### src/rtl/atm_session_ctrl.sv
// -----------------------------------------------------------------------------
// atm_session_ctrl
//   Session sequencer for the ATM. It walks a card session through
//   IDLE -> PIN -> MENU <-> TXN -> EJECT/RETAIN. It also owns the shared
//   inactivity timer and drives its enable, restart, clear and threshold inputs.
//
// Ports
//   clk, rst         system clock; synchronous active-high reset
//   card_in          level, card present in the reader
//   key_press        pulse, any keypad key (restarts the inactivity timer)
//   pin_valid/pin_ok PIN entry complete / PIN matched
//   op_valid         pulse, menu operation selected
//   txn_done         pulse, datapath finished the transaction
//   cancel           pulse, cancel key
//   tmr_time_out     sticky timer expiry flag
//   tmr_start        timer enable (timed states only)
//   tmr_restart      one-cycle timer count restart
//   tmr_clr_n        active-low timer clear, low in entry cycles, IDLE, RETAIN
//   tmr_threshold    timer threshold for the current state
//   state_o          current state encoding
//   attempts_left    remaining PIN tries
//   session_ok       high in MENU and TXN
//   eject            level, high in EJECT
//   retain           one-cycle pulse, card swallowed
//   abort            one-cycle pulse, card pulled mid-session
// -----------------------------------------------------------------------------
module atm_session_ctrl #(
  parameter logic [31:0] PIN_TIMEOUT   = 32'd3000,
  parameter logic [31:0] MENU_TIMEOUT  = 32'd5000,
  parameter logic [31:0] TXN_TIMEOUT   = 32'd8000,
  parameter logic [31:0] EJECT_TIMEOUT = 32'd2000,
  parameter logic [1:0]  MAX_TRIES     = 2'd3
) (
  input  logic        clk,
  input  logic        rst,
  input  logic        card_in,
  input  logic        key_press,
  input  logic        pin_valid,
  input  logic        pin_ok,
  input  logic        op_valid,
  input  logic        txn_done,
  input  logic        cancel,
  input  logic        tmr_time_out,
  output logic        tmr_start,
  output logic        tmr_restart,
  output logic        tmr_clr_n,
  output logic [31:0] tmr_threshold,
  output logic [2:0]  state_o,
  output logic [1:0]  attempts_left,
  output logic        session_ok,
  output logic        eject,
  output logic        retain,
  output logic        abort
);

  typedef enum logic [2:0] {
    S_IDLE   = 3'd0,
    S_PIN    = 3'd1,
    S_MENU   = 3'd2,
    S_TXN    = 3'd3,
    S_EJECT  = 3'd4,
    S_RETAIN = 3'd5
  } state_t;

  state_t      state_reg, state_next;
  logic [1:0]  attempts_reg, attempts_next;
  // Cleared when a card is swallowed. IDLE only accepts a new card after
  // card_in has been seen low, so a stuck card-present level cannot restart a
  // session.
  logic        armed_reg, armed_next;
  logic        restart_reg, restart_next;
  logic        abort_reg, abort_next;
  logic        start_reg, clr_n_reg, sok_reg, eject_reg, retain_reg;
  logic [31:0] threshold_reg, threshold_next;
  logic        reenter;
  logic        entering;
  logic        timed_next;
  logic        entry;
  logic        timeout;

  // In a timed state the clear is low only in its first cycle. The registered
  // clear therefore doubles as the entry-cycle flag. The timer's sticky flag
  // may still be set from the previous state during that cycle, so it is
  // ignored then.
  assign entry   = ~clr_n_reg;
  assign timeout = tmr_time_out & ~entry;

  always_comb begin
    state_next    = state_reg;
    attempts_next = attempts_reg;
    armed_next    = armed_reg;
    restart_next  = 1'b0;
    abort_next    = 1'b0;
    reenter       = 1'b0;
    case (state_reg)
      S_IDLE: begin
        if (!card_in) begin
          armed_next = 1'b1;
        end else if (armed_reg) begin
          state_next    = S_PIN;
          attempts_next = MAX_TRIES;
        end
      end
      S_PIN: begin
        if (!card_in) begin
          abort_next = 1'b1;
          state_next = S_IDLE;
        end else if (timeout || cancel) begin
          state_next = S_EJECT;
        end else if (pin_valid) begin
          if (pin_ok) begin
            state_next = S_MENU;
          end else begin
            attempts_next = attempts_reg - 2'd1;
            if (attempts_reg <= 2'd1) begin
              state_next = S_RETAIN;
              armed_next = 1'b0;
            end else begin
              reenter = 1'b1;
            end
          end
        end else if (key_press && !entry) begin
          restart_next = 1'b1;
        end
      end
      S_MENU: begin
        if (!card_in) begin
          abort_next = 1'b1;
          state_next = S_IDLE;
        end else if (timeout || cancel) begin
          state_next = S_EJECT;
        end else if (op_valid) begin
          state_next = S_TXN;
        end else if (key_press && !entry) begin
          restart_next = 1'b1;
        end
      end
      S_TXN: begin
        if (!card_in) begin
          abort_next = 1'b1;
          state_next = S_IDLE;
        end else if (timeout) begin
          state_next = S_EJECT;
        end else if (txn_done) begin
          state_next = S_MENU;
        end
      end
      S_EJECT: begin
        if (!card_in) begin
          state_next = S_IDLE;
        end else if (timeout) begin
          state_next = S_RETAIN;
          armed_next = 1'b0;
        end
      end
      S_RETAIN: state_next = S_IDLE;
      default:  state_next = S_IDLE;
    endcase

    entering   = (state_next != state_reg) || reenter;
    timed_next = (state_next == S_PIN) || (state_next == S_MENU) ||
                 (state_next == S_TXN) || (state_next == S_EJECT);

    case (state_next)
      S_PIN:   threshold_next = PIN_TIMEOUT;
      S_MENU:  threshold_next = MENU_TIMEOUT;
      S_TXN:   threshold_next = TXN_TIMEOUT;
      S_EJECT: threshold_next = EJECT_TIMEOUT;
      default: threshold_next = 32'd0;
    endcase
  end

  always_ff @(posedge clk) begin
    if (rst) begin
      state_reg     <= S_IDLE;
      attempts_reg  <= MAX_TRIES;
      armed_reg     <= 1'b1;
      restart_reg   <= 1'b0;
      abort_reg     <= 1'b0;
      start_reg     <= 1'b0;
      clr_n_reg     <= 1'b0;
      threshold_reg <= 32'd0;
      sok_reg       <= 1'b0;
      eject_reg     <= 1'b0;
      retain_reg    <= 1'b0;
    end else begin
      state_reg     <= state_next;
      attempts_reg  <= attempts_next;
      armed_reg     <= armed_next;
      restart_reg   <= restart_next;
      abort_reg     <= abort_next;
      start_reg     <= timed_next;
      clr_n_reg     <= timed_next & ~entering;
      threshold_reg <= threshold_next;
      sok_reg       <= (state_next == S_MENU) || (state_next == S_TXN);
      eject_reg     <= (state_next == S_EJECT);
      retain_reg    <= (state_next == S_RETAIN);
    end
  end

  assign state_o       = state_reg;
  assign attempts_left = attempts_reg;
  assign tmr_start     = start_reg;
  assign tmr_restart   = restart_reg;
  assign tmr_clr_n     = clr_n_reg;
  assign tmr_threshold = threshold_reg;
  assign session_ok    = sok_reg;
  assign eject         = eject_reg;
  assign retain        = retain_reg;
  assign abort         = abort_reg;

endmodule

### config.mk
export PLATFORM = sky130hd
export DESIGN_NAME = atm_session_ctrl
export DESIGN_NICKNAME = d
export VERILOG_FILES = /design/src/rtl/atm_session_ctrl.sv
export SDC_FILE = /design/constraint.sdc
export NUM_CORES = 1
export LEC_CHECK = 0
export CORE_MARGIN = 3
export CORE_UTILIZATION = 45
export CTS_CLUSTER_SIZE = 16
export DETAILED_ROUTE_END_ITERATION = 12
export GPL_ROUTABILITY_DRIVEN = 1
export PLACE_DENSITY = 0.93
export SYNTH_ARGS = -nofsm -noshare
export SYNTH_HDL_FRONTEND = slang
export SYNTH_SLANG_ARGS = --single-unit
export TNS_END_PERCENT = 50
### constraint.sdc
create_clock -name clk -period 4.1 [get_ports clk]
set_clock_uncertainty 0.05 [all_clocks]
set_input_delay 0.82 -clock clk [delete_from_list [all_inputs] [get_ports clk]]
set_output_delay 0.82 -clock clk [all_outputs]
set_load 0.05 [all_outputs]
==> flow_summary.toml, run 1 <==
[synth]
synthTopCellsByCount = "buf_4 (26), dfxtp_1 (20), nor2_1 (13)"
synth_most_common_cell = "buf_4"
syn-instance-count = 146
syn_avg_cell_area_um2 = 8.56
ys.flop_type = "dfxtp_1"
ys.warnings.count = 0
synth_edf_count = 0
synth_area_leaders = "dfxtp_1 (32%), buf_4 (16%), nor2_1 (3.9%)"
synthArstFlopShare = 0
ys_ff_latch = 20
synth_area_mm2 = 0.00125
yosysTopAreaCell = "dfxtp_1"
post-synth-top-area-fraction = 0.320
ys_seq_area_frac = 0.320
synth_cell_types = 48

[timing]
fin_tns_setup_ns = 0
worst_slack_ns = 1.32
finalHoldViolations = 0
finalCriticalPeriod_ns = 2.78
tightest_slew_ns = 0.681
drv_slew = 0
whs_ns = 0.479
setup-violations-final = 0
slew_headroom = 0.545
rsz0062_at_grt = "false"
fin_crit_sh = 0.679
max_freq_mhz = 359

[setup_path]
critical_path_class = "register to output pin"
cp_slowest_cell = "clkdlybuf4s50_1"
crit_end = "state_o[1]"
cp.arrival_ns = 1.91
crit_path_end_kind = "output pin"
rr_startpoint = "state_o[2]"
cp-start-kind = "register"
crit_fanout = 17
cp_top_family = "buffers and inverters"
critPathMaxStageDelay_ns = 0.91
path_depth = 1
rr_endpoint = "tmr_threshold[9]"
path_buf_inv = 1
rrSetupSlack_ns = 1.82
required_ns = 3.23
worstSetupStartpoint = "state_o[1]"
worst-r2r-cell-count = 5
crit_chain = "clkdlybuf4s50_1"

[clock_tree]
cts_resized = 0
clockBufferDepth = 2
cts_tree = "yes"
post_cts.repair.setup_buffers = 0
cts_inserted_buffers = 3
postCtsHoldBufs = 0
cts-root-buf = "clkbuf_4"
htree_levels = 1
clk_pin_slew_ns = 0.12
clkLatencyLatePin_ns = 0.30
clock_sinks = 20

[global_route]
antenna_found_initial = 0
grt-ovfl-total = 0
first_global_vias = 879
grt_first_pass_wirelength_mm = 4.12
grt_usage = 0.153
grt_max_degree = 18

[floorplan]
die_x_um = 58.7
core_area_mm2 = 0.00257
fp.dieArea_mm2 = 0.00345
pin_count = 54
initial_utilization = 0.487
fp.dieH_um = 58.7
num_rows = 18

[final_layout]
diodes = 0
final_cells = 200
nets = 182
drive_gt1_frac = 0.0941
areaGrowthSynthToFinish_pct = 18.0
largest_reg_flops = 7
final_cell_area_mm2 = 0.00148

[placement]
dp_worst_setup_slack_ns = 1.07
gp_congestion = 0.919
dpl.hpwl_mm = 1.90
port_buffers = 31
dpl_cell_area_mm2 = 0.00144
dpl.cell_count = 196

[pwr]
p_leak_nw = 0.586
irDropWorstVdd_mv = 0.300
p_per_area_mw_per_mm2 = 343

[outcome]
status = "finished, final reports clean"

[route]
drcViolationCount = 0
wl_per_cell_um = 13.0
dr.first_iter.drc_count = 58
num_vias = 1026
vias_per_cell = 5.13
dr.pass1.iters = 5
totalWireLength_mm = 2.59
antenna_left = 0

[worst_hold_path]
holdPathStages = 1
hold_path_class = "register to register"

[run]
drv_cap = 0
worst min-delay path by stage:
stage,endpoint,slack [ns],startpoint
2_1_floorplan,armed_reg,0.42,armed_reg
3_3_place_gp,armed_reg,0.45,armed_reg
3_5_place_dp,armed_reg,0.45,armed_reg
4_1_cts,armed_reg,0.49,armed_reg
5_1_grt,armed_reg,0.52,armed_reg
6_report,armed_reg,0.48,armed_reg
through the flow:
stage          power, mW   util
2_1_floorplan      0.375      -
5_1_grt            0.529  0.575
4_1_cts            0.510  0.575
3_3_place_gp       0.391  0.560
3_5_place_dp       0.393  0.560
6_report           0.507  0.575
cell usage in the layout, fill, tap and decap left out, drive strengths merged, types with 4 or more instances in the layout:
master,Yosys,routed
clkbuf,1,4
a21oi,13,13
nor4,4,4
nor3,4,4
nor2,13,13
dfxtp,20,20
nand2,8,8
nand2b,5,5
conb,1,22
clkdlybuf4s50,0,31
o21ai,5,5
layout make-up:
class / instances / area (um2)
sequential: 20 / 400
inverter: 3 / 11.3
clock buffer: 4 / 36.3
timing repair buffer: 31 / 310
tap: 30 / 37.5
multi-input combinational: 112 / 679
fill: 243 / 1090
per-layer routing:
metal / vias up / wire [um] / global-route usage
met5: - / 0 / 0
li1: 512 / - / -
met1: 468 / 1120 / 0.206
met4: 0 / 14 / 0.0421
met3: 2 / 198 / 0.0439
met2: 44 / 1260 / 0.241
where the power goes:
| group | switching (mW) | total, mW | internal, mW |
|---|---|---|---|
| logic | 0.126 | 0.177 | 0.0508 |
| registers | 0.00873 | 0.213 | 0.205 |
| clock network | 0.0620 | 0.116 | 0.0542 |
| total | 0.197 | 0.507 | 0.310 |
logic make-up after synthesis:
group / after synthesis / share of synthesized area
buf+inv: 35 / 0.199
flops: 20 / 0.320
fa+ha+maj: 1 / 0.0100
xor+xnor: 1 / 0.00701
mux: 1 / 0.00801
compound gates: 34 / 0.202
other cells: 1 / 0.00300
simple gates: 53 / 0.250
(Power assumes the default switching activity.)
==> run 2, diff against run 1 <==
Settings changed: CORE_UTILIZATION 45 to 42, PLACE_DENSITY 0.93 to 0.88.
Clock period 4.1 ns to 2.79 ns, I/O delays scaled along.
==> run 2 against run 1 <==
  * First-iteration DRC count rose by 48%
  * Flip-flop and latch count did not move
  * Sequential share of layout area fell by 0.72 points
  * Sequential power rose by 47%
  * Combinational power rose by 50%
  * Die area rose by 6.4%
  * Critical endpoint unchanged
  * Critical path depth did not move
  * Global-route usage fell by 1.1 points
  * Final cell count rose by 2.0%
  * Clock power rose by 110%
==> flow_summary.toml, run 2 (synthesis results as in run 1) <==
[outcome]
status = "finished, final reports clean"

[setup_path]
critical_path_class = "register to output pin"
rr_endpoint = "tmr_threshold[7]"
critPathMaxStageDelay_ns = 0.91
rrSetupSlack_ns = 0.73
worst-r2r-cell-count = 6
crit_fanout = 17
required_ns = 2.18
cp_slowest_cell = "clkdlybuf4s50_1"
crit_chain = "clkdlybuf4s50_1"
path_buf_inv = 1
crit_path_end_kind = "output pin"
rr_startpoint = "state_o[0]"
cp.arrival_ns = 1.93
cp_top_family = "buffers and inverters"
cp-start-kind = "register"

[clock_tree]
cts_inserted_buffers = 3
clk_pin_slew_ns = 0.12
cts_resized = 0
post_cts.repair.setup_buffers = 0
htree_levels = 1
clock_sinks = 20
cts_tree = "yes"
postCtsHoldBufs = 0
cts-root-buf = "clkbuf_4"
clockBufferDepth = 2
clkLatencyLatePin_ns = 0.31

[placement]
gp_congestion = 0.897
dpl_cell_area_mm2 = 0.00146
port_buffers = 31
dpl.cell_count = 200
dpl.hpwl_mm = 1.92

[route]
dr.pass1.iters = 4
dr.first_iter.drc_count = 86
totalWireLength_mm = 2.58
drcViolationCount = 0
vias_per_cell = 5.15
num_vias = 1051
wl_per_cell_um = 12.7
antenna_left = 0

[pwr]
p_per_area_mw_per_mm2 = 540
p_total_uw = 819
irDropWorstVdd_mv = 0.201
p_leak_nw = 0.609

[final_layout]
final_cell_mix = "clkdlybuf4s50_1 (31), conb_1 (22), dfxtp_1 (20)"
n_fill_cell = 253
final_cells = 204
drive_gt1_frac = 0.110
diodes = 0
nets = 185
final_cell_area_mm2 = 0.00152
layout_commonest_cell = "clkdlybuf4s50_1"
largest_reg_flops = 7
areaGrowthSynthToFinish_pct = 21.2

[worst_hold_path]
hold_path_class = "register to register"
worstHoldStart = "armed_reg"
holdPathEnd = "armed_reg"
holdPathStages = 1

[timing]
tightest_slew_ns = 0.579
finalCriticalPeriod_ns = 2.53
fin_crit_sh = 0.908
setup-violations-final = 0
max_freq_mhz = 395
rsz0062_at_grt = "false"
drv_slew = 0
fin_tns_setup_ns = 0
finalHoldViolations = 0
whs_ns = 0.504
slew_headroom = 0.613

[global_route]
grt_usage = 0.143
grt_max_degree = 18
first_global_vias = 894
antenna_found_initial = 0
grt_first_pass_wirelength_mm = 3.98
grt-ovfl-total = 0

[floorplan]
initial_utilization = 0.446
die_x_um = 60.6
num_rows = 19
fp.dieArea_mm2 = 0.00367
core_area_mm2 = 0.00281
fp.dieH_um = 60.6
pin_count = 54

[run]
drv_cap = 0
## run 2: cell types whose count changed in the layout (fill, tap and decap cells not counted), sizes merged
| cell | delta |
|---|---|
| buf | +3 |
| bufinv | +1 |
| clkbuf | -1 |
## run 2: stage by stage
| step | setup WS, ns | util |
|---|---|---|
| after floorplan | 0.773 | - |
| after global placement | 0.292 | 0.521 |
| after detailed placement | 0.250 | 0.521 |
| after CTS | 0.267 | 0.540 |
| after global routing | 0.187 | 0.540 |
| final | 0.256 | 0.540 |
## run 2: where the power goes
part	total (mW)	leakage [nW]	internal (mW)	switching [mW]
logic	0.266	0.418	0.0789	0.187
clock network	0.239	0.0279	0.145	0.0942
registers	0.313	0.163	0.301	0.0124
## run 2: cell type report
class | instances | area [um2] | share of cell area
inverters | 3 | 11.3 | 0.00743
repair buffers | 34 | 333 | 0.220
clock buffers | 3 | 22.5 | 0.0149
clock inverters | 1 | 30.0 | 0.0198
flip-flops and latches | 20 | 400 | 0.264
multi-input cells | 112 | 679 | 0.448
well taps | 31 | 38.8 | 0.0256
## run 2: how the worst max path moves through the flow
stage,depth (start not counted),start,slack (ns),end
2_1_floorplan,5,state_o[0],0.77,attempts_left[1]
3_3_place_gp,6,cancel,0.29,attempts_left[1]
3_5_place_dp,6,cancel,0.25,attempts_left[1]
4_1_cts,1,state_o[1],0.27,state_o[1]
5_1_grt,1,state_o[1],0.19,state_o[1]
6_report,1,state_o[1],0.26,state_o[1]
## run 2: layer usage
metal / vias up / share of wire / track usage
met5: - / 0 / 0
met4: 0 / 0.012 / 0.0557
met3: 4 / 0.071 / 0.0191
met2: 50 / 0.48 / 0.233
met1: 483 / 0.44 / 0.192
li1: 514 / - / -
==> run 3, diff against run 2 <==
Settings changed: SLEW_MARGIN set to 20, TNS_END_PERCENT 50 to unset.
==> results of run 3 <==
Final layout, timing and power as in run 2 (identical DEF).
